`config.mk`:
```
export PLATFORM = sky130hd
export DESIGN_NAME = ula_muldiv
export DESIGN_NICKNAME = d
export VERILOG_FILES = /design/src/rtl/ula_muldiv.sv
export SDC_FILE = /design/constraint.sdc
export NUM_CORES = 1
export LEC_CHECK = 0
export CORE_MARGIN = 2
export CORE_UTILIZATION = 40
export CTS_CLUSTER_DIAMETER = 40
export CTS_CLUSTER_SIZE = 14
export DETAILED_ROUTE_END_ITERATION = 16
export REMOVE_ABC_BUFFERS = 1
export SLEW_MARGIN = 20
export SYNTH_ARGS = -nofsm -noshare
export SYNTH_HDL_FRONTEND = slang
export SYNTH_SLANG_ARGS = --single-unit
```
`constraint.sdc`:
```
create_clock -name clk -period 7.67 [get_ports clk]
set_clock_uncertainty 0.05 [all_clocks]
set_input_delay 1.534 -clock clk [delete_from_list [all_inputs] [get_ports clk]]
set_output_delay 1.534 -clock clk [all_outputs]
set_load 0.1 [all_outputs]
```
`src/rtl/ula_muldiv.sv`:
```
// ula_muldiv: iterative multiply/divide unit with HI/LO result registers.
//   One radix-2 step per cycle for WIDTH cycles. After that, one cycle of
//   sign correction writes hi/lo. done pulses in the cycle after that write.
// Ports:
//   clk, rst_n        clock, asynchronous active-low reset
//   start, op         request operation (00 MULT, 01 MULTU, 10 DIV, 11 DIVU)
//   a, b              operands (multiplicands, or dividend/divisor)
//   mthi, mtlo, wdata direct writes of hi/lo while idle
//   busy, done        operation in progress / one-cycle completion pulse
//   div_zero          last divide had a zero divisor (held until next start)
//   hi, lo            result registers
module ula_muldiv #(
  parameter int WIDTH = 32
) (
  input  logic             clk,
  input  logic             rst_n,
  input  logic             start,
  input  logic [1:0]       op,
  input  logic [WIDTH-1:0] a,
  input  logic [WIDTH-1:0] b,
  input  logic             mthi,
  input  logic             mtlo,
  input  logic [WIDTH-1:0] wdata,
  output logic             busy,
  output logic             done,
  output logic             div_zero,
  output logic [WIDTH-1:0] hi,
  output logic [WIDTH-1:0] lo
);

  localparam int CW = $clog2(WIDTH);

  typedef enum logic [1:0] {IDLE, CALC, SIGN} state_t;

  state_t           state, state_nx;
  logic             accept;
  logic [CW-1:0]    cnt;
  logic             is_div, neg_q, neg_r, b_zero;
  logic [WIDTH-1:0] opd;       // multiplicand or divisor magnitude
  logic [WIDTH:0]   acc_hi;    // partial product high half / remainder
  logic [WIDTH-1:0] acc_lo;    // multiplier bits / dividend-quotient bits

  // operand magnitudes; the most negative value maps to itself, which is
  // already the correct unsigned magnitude
  logic             a_neg, b_neg;
  logic [WIDTH-1:0] a_mag, b_mag;

  always_comb begin
    a_neg = ~op[0] & a[WIDTH-1];
    b_neg = ~op[0] & b[WIDTH-1];
    a_mag = a_neg ? (~a + WIDTH'(1)) : a;
    b_mag = b_neg ? (~b + WIDTH'(1)) : b;
  end

  // iteration datapath
  logic [WIDTH:0]     mul_sum;
  logic [WIDTH:0]     div_sh;
  logic [WIDTH+1:0]   div_diff;
  logic [2*WIDTH-1:0] prod, prod_s;
  logic [WIDTH-1:0]   q_s, r_s;

  always_comb begin
    mul_sum  = acc_hi + (acc_lo[0] ? {1'b0, opd} : '0);
    div_sh   = {acc_hi[WIDTH-1:0], acc_lo[WIDTH-1]};
    // top bit set means the trial subtraction borrowed
    div_diff = {1'b0, div_sh} - {2'b00, opd};
    prod     = {acc_hi[WIDTH-1:0], acc_lo};
    prod_s   = neg_q ? (~prod + (2*WIDTH)'(1)) : prod;
    q_s      = neg_q ? (~acc_lo + WIDTH'(1)) : acc_lo;
    r_s      = neg_r ? (~acc_hi[WIDTH-1:0] + WIDTH'(1)) : acc_hi[WIDTH-1:0];
  end

  // state register
  always_ff @(posedge clk or negedge rst_n) begin
    if (!rst_n) state <= IDLE;
    else        state <= state_nx;
  end

  // next state and status
  always_comb begin
    state_nx = state;
    busy     = 1'b0;
    accept   = 1'b0;
    case (state)
      IDLE: begin
        if (start) begin
          accept   = 1'b1;
          state_nx = CALC;
        end
      end
      CALC: begin
        busy = 1'b1;
        if (cnt == CW'(WIDTH - 1)) state_nx = SIGN;
      end
      SIGN: begin
        busy     = 1'b1;
        state_nx = IDLE;
      end
      default: state_nx = IDLE;
    endcase
  end

  // datapath and result registers
  always_ff @(posedge clk or negedge rst_n) begin
    if (!rst_n) begin
      cnt      <= '0;
      is_div   <= 1'b0;
      neg_q    <= 1'b0;
      neg_r    <= 1'b0;
      b_zero   <= 1'b0;
      opd      <= '0;
      acc_hi   <= '0;
      acc_lo   <= '0;
      hi       <= '0;
      lo       <= '0;
      done     <= 1'b0;
      div_zero <= 1'b0;
    end else begin
      done <= 1'b0;
      case (state)
        IDLE: begin
          if (accept) begin
            is_div   <= op[1];
            neg_q    <= a_neg ^ b_neg;
            neg_r    <= a_neg;
            b_zero   <= (b == '0);
            opd      <= b_mag;
            acc_hi   <= '0;
            acc_lo   <= a_mag;
            cnt      <= '0;
            div_zero <= 1'b0;
          end else begin
            if (mthi) hi <= wdata;
            if (mtlo) lo <= wdata;
          end
        end
        CALC: begin
          cnt <= cnt + 1'b1;
          if (is_div) begin
            if (!div_diff[WIDTH+1]) begin
              acc_hi <= div_diff[WIDTH:0];
              acc_lo <= {acc_lo[WIDTH-2:0], 1'b1};
            end else begin
              acc_hi <= div_sh;
              acc_lo <= {acc_lo[WIDTH-2:0], 1'b0};
            end
          end else begin
            acc_hi <= {1'b0, mul_sum[WIDTH:1]};
            acc_lo <= {mul_sum[0], acc_lo[WIDTH-1:1]};
          end
        end
        SIGN: begin
          done <= 1'b1;
          if (is_div) begin
            // a zero divisor leaves the dividend as the remainder, so hi
            // needs no special case; only the quotient is forced
            lo       <= b_zero ? '1 : q_s;
            hi       <= r_s;
            div_zero <= b_zero;
          end else begin
            {hi, lo} <= prod_s;
          end
        end
        default: ;
      endcase
    end
  end

endmodule

```
==> impl_metrics.ini <==
[clocking]
cts_resized = 0
clock_sinks = 174
clock_tree.buffer_depth = 2
count_of_hold_buffers_inserted_by_post_cts_repair = 0
cts.htree.levels = 4
post_cts.repair.setup_buffers = 0
cts_tree = built
clk_pin_slew_ps = 70
clk_root_buffer_cell = sky130_fd_sc_hd__clkbuf_16
clk-insertion-delay-late_ps = 450
tritoncts.num_buffers = 17

[pwr]
power_density_mw_per_mm2 = 493
seq_power_share_pct = 22.0
sw_frac_of_total_pct = 55.7
leakage_power_nw = 7.15
share_comb_of_total_power_pct = 67.3
power.internal_w = 0.00371
total_power_w = 0.00838
power.share.clock_pct = 10.6
p_sw_w = 0.00467
power.ir.vdd_worst_uv = 481

[global_route]
grt_first_pass_wirelength_um = 73400
grtUsageTotal_pct = 25.4
grt_antenna_before_repair = 0
grt_start_max_net_pins = 101
via_count_of_the_first_global_routing_pass = 13000
grt_remaining_overflow = 0

[sta]
timing.slew.headroom_pct = 28.8
holdWs_ps = 428
hold_vio_cnt_final = 0
layout_worst_path_cycle_share_pct = 59.3
slew_violations = 0
rsz0062_at_grt = false
max_freq_mhz = 220
setup_total_negative_slack_ps = 0
period_minus_slack_ps = 4550
setup_ws_ps = 3120
setup_viol_count_final = 0
worst-slew-pin-transition_ps = 1060

[worst_setup_path]
crit_buf_inv = 1
cp_data_required_time_ps = 7980
critPathSlowestCell = sky130_fd_sc_hd__clkinv_1
crit_fanout = 32
timing.critical_path.cells = clkinv_1 -> nor2_1 -> ha_1 -> a21oi_1 -> o31ai_1 -> o21ai_0 -> nor2b_1 -> o21ai_0 -> a21o_1 -> a21oi_1 -> mux2_2 -> o31ai_1
arrival_ps = 4860
timing.setup.critical_path_class = flip-flop to flip-flop
worst_setup_path_start_kind = flip-flop
critPathMaxStageDelay_ps = 890
worstSetupEndpointType = flip-flop
critical-path-top-delay-family = compound AO/OA/AOI/OAI gates

[placement]
hpwl_detailed_um = 35300
dp.cells = 2342
place_ws_ps = 2870
io_buffer_count = 169
gpl.final_weighted_congestion = 0.904

[yosys]
synth.top_cells.by_area = sky130_fd_sc_hd__dfrtp_1 30%, sky130_fd_sc_hd__o21ai_0 8.1%, sky130_fd_sc_hd__ha_1 6.4%
synth-async-reset-ratio_pct = 100
synthesis.area_per_instance_um2 = 7.98
synth-main-ff-cell = sky130_fd_sc_hd__dfrtp_1
synthTopCellsByCount = 232 x sky130_fd_sc_hd__nand2_1, 232 x sky130_fd_sc_hd__o21ai_0, 174 x sky130_fd_sc_hd__dfrtp_1, 141 x sky130_fd_sc_hd__a21oi_1, 130 x sky130_fd_sc_hd__nor2_1
synth.distinct_cells = 74
ys_warn_count = 0
synthDominantAreaCellType = sky130_fd_sc_hd__dfrtp_1
syn-instance-count = 1790
synth_top_area_share_pct = 30.5
synth_seq_area_share_pct = 30.5
number_of_enable_type_register_cells_in_the_synthesized_netlist = 0
syn_area_mm2 = 0.0143
yosys_register_bits = 174

[job]
max_cap_viol_count = 0

[layout]
n_antenna_cell = 0
finish.net_count = 2079
layout-area-overhead-vs-synth_pct = 18.9
layout.cells.non_filler = 2375
post_route_cells_drive_above_1_share_pct = 4.23

[floorplan]
dieArea_mm2 = 0.0372
start_util_pct = 40.4
floorplan.rows = 69
die-height_um = 193
core_region_area_mm2 = 0.0354
die_outline_width_um = 193
io-pin-count = 170

[routing]
drt_drc_violations_left = 0
routed_wire_length_per_instance_um = 19.8
dr.first_iter.drc_count = 803
totalWireLength_um = 47000
viasPerCell = 5.71
drt.antenna.violating_nets = 0
routed-via-count = 13600
dr.pass1.iters = 5

[outcome]
outcome = complete, no violations

[min_path]
min_path_type = flip-flop to flip-flop
## final cells by class
type,count,area [um^2]
Inverter,66,248
Fill cell,3507,18400
Multi-Input combinational cell,1456,9380
Sequential cell,174,4360
Timing Repair Buffer,186,1840
Clock inverter,9,109
Tap cell,461,577
Clock buffer,23,478
## cell families (layout without fill, tap and decap cells)
| family | after synthesis | after routing | share of synthesized area [%] |
|---|---|---|---|
| AO/OA/AOI/OAI | 594 | 594 | 25.1 |
| XOR/XNOR | 166 | 166 | 10.2 |
| adder cells (fa/ha/maj) | 75 | 75 | 6.67 |
| buffers and inverters | 160 | 284 | 4.29 |
| flip-flops | 174 | 174 | 30.5 |
| multiplexers | 78 | 78 | 5.53 |
| AND/OR/NAND/NOR | 543 | 543 | 17.7 |
## power by group through the flow
stage / logic, W / clock network (W) / registers, W
finish: 0.00564 / 0.000892 / 0.00185
global route: 0.00612 / 0.000946 / 0.00191
CTS: 0.00562 / 0.000905 / 0.00184
detailed placement: 0.00560 / 0 / 0.00186
global placement: 0.00556 / 0 / 0.00184
floorplan: 0.00297 / 0 / 0.00287
## metal layers
metal	part of all wire, %	vias to the layer above	GRT usage [%]	wire length (um)
met5	0	-	0	0
met4	1.9	0	7.14	911
met3	5.4	53	2.99	2530
met2	45	404	41.1	21300
met1	47	6456	35.8	22300
li1	-	6644	-	-
## worst paths after layout
kind / slack [ps] / cells past startpoint / from / end
min in group asynchronous: 1120 / 1 / rst_n / acc_lo[10]
hold reg to reg: 430 / 2 / opd[13] / opd[13]
hold / removal: 430 / 2 / opd[13] / opd[13]
max in group asynchronous: 5100 / 3 / rst_n / acc_lo[20]
setup / recovery: 3120 / 12 / acc_lo[0] / acc_hi[16]
setup reg to reg: 3120 / 12 / acc_lo[0] / acc_hi[16]
## state kept, by name, summed over array words and instances, names as in the netlist, 2 cells and up
name,cells
acc_lo,32
hi,32
opd,32
state,2
cnt,5
lo,32
acc_hi,33
## worst reg2reg max path, cell delays in order, from the launching register on
cell and delay (ps):
sky130_fd_sc_hd__dfrtp_1 520, sky130_fd_sc_hd__clkinv_1 890, sky130_fd_sc_hd__nor2_1 340, sky130_fd_sc_hd__ha_1 310, sky130_fd_sc_hd__a21oi_1 250, sky130_fd_sc_hd__o31ai_1 180, sky130_fd_sc_hd__o21ai_0 490, sky130_fd_sc_hd__nor2b_1 320
sky130_fd_sc_hd__o21ai_0 140, sky130_fd_sc_hd__a21o_1 230, sky130_fd_sc_hd__a21oi_1 160, sky130_fd_sc_hd__mux2_2 350, sky130_fd_sc_hd__o31ai_1 240
## per-stage QoR
step                      utilization [%]  instance area (um^2)
final                                48.0                 17000
after global routing                 48.0                 17000
after CTS                            47.9                 17000
after floorplan                         -                 13900
after detailed placement             46.2                 16400
after global placement               46.2                 16400
## placed cells by master (no fill, tap or decap), drive strengths merged, types with 17 or more instances in the layout
master           n
o21ai          237
xor2            62
clkbuf          23
nand2          232
o31ai           24
nor2           130
ha              73
nand2b          20
a211oi          17
dfrtp          174
nor3            25
inv             66
a21oi          142
xnor2          104
a21o            30
o22ai           29
buf             18
mux2i           71
clkdlybuf4s50  168
nand3           22
No activity file was read; power rests on OpenSTA's default activity.
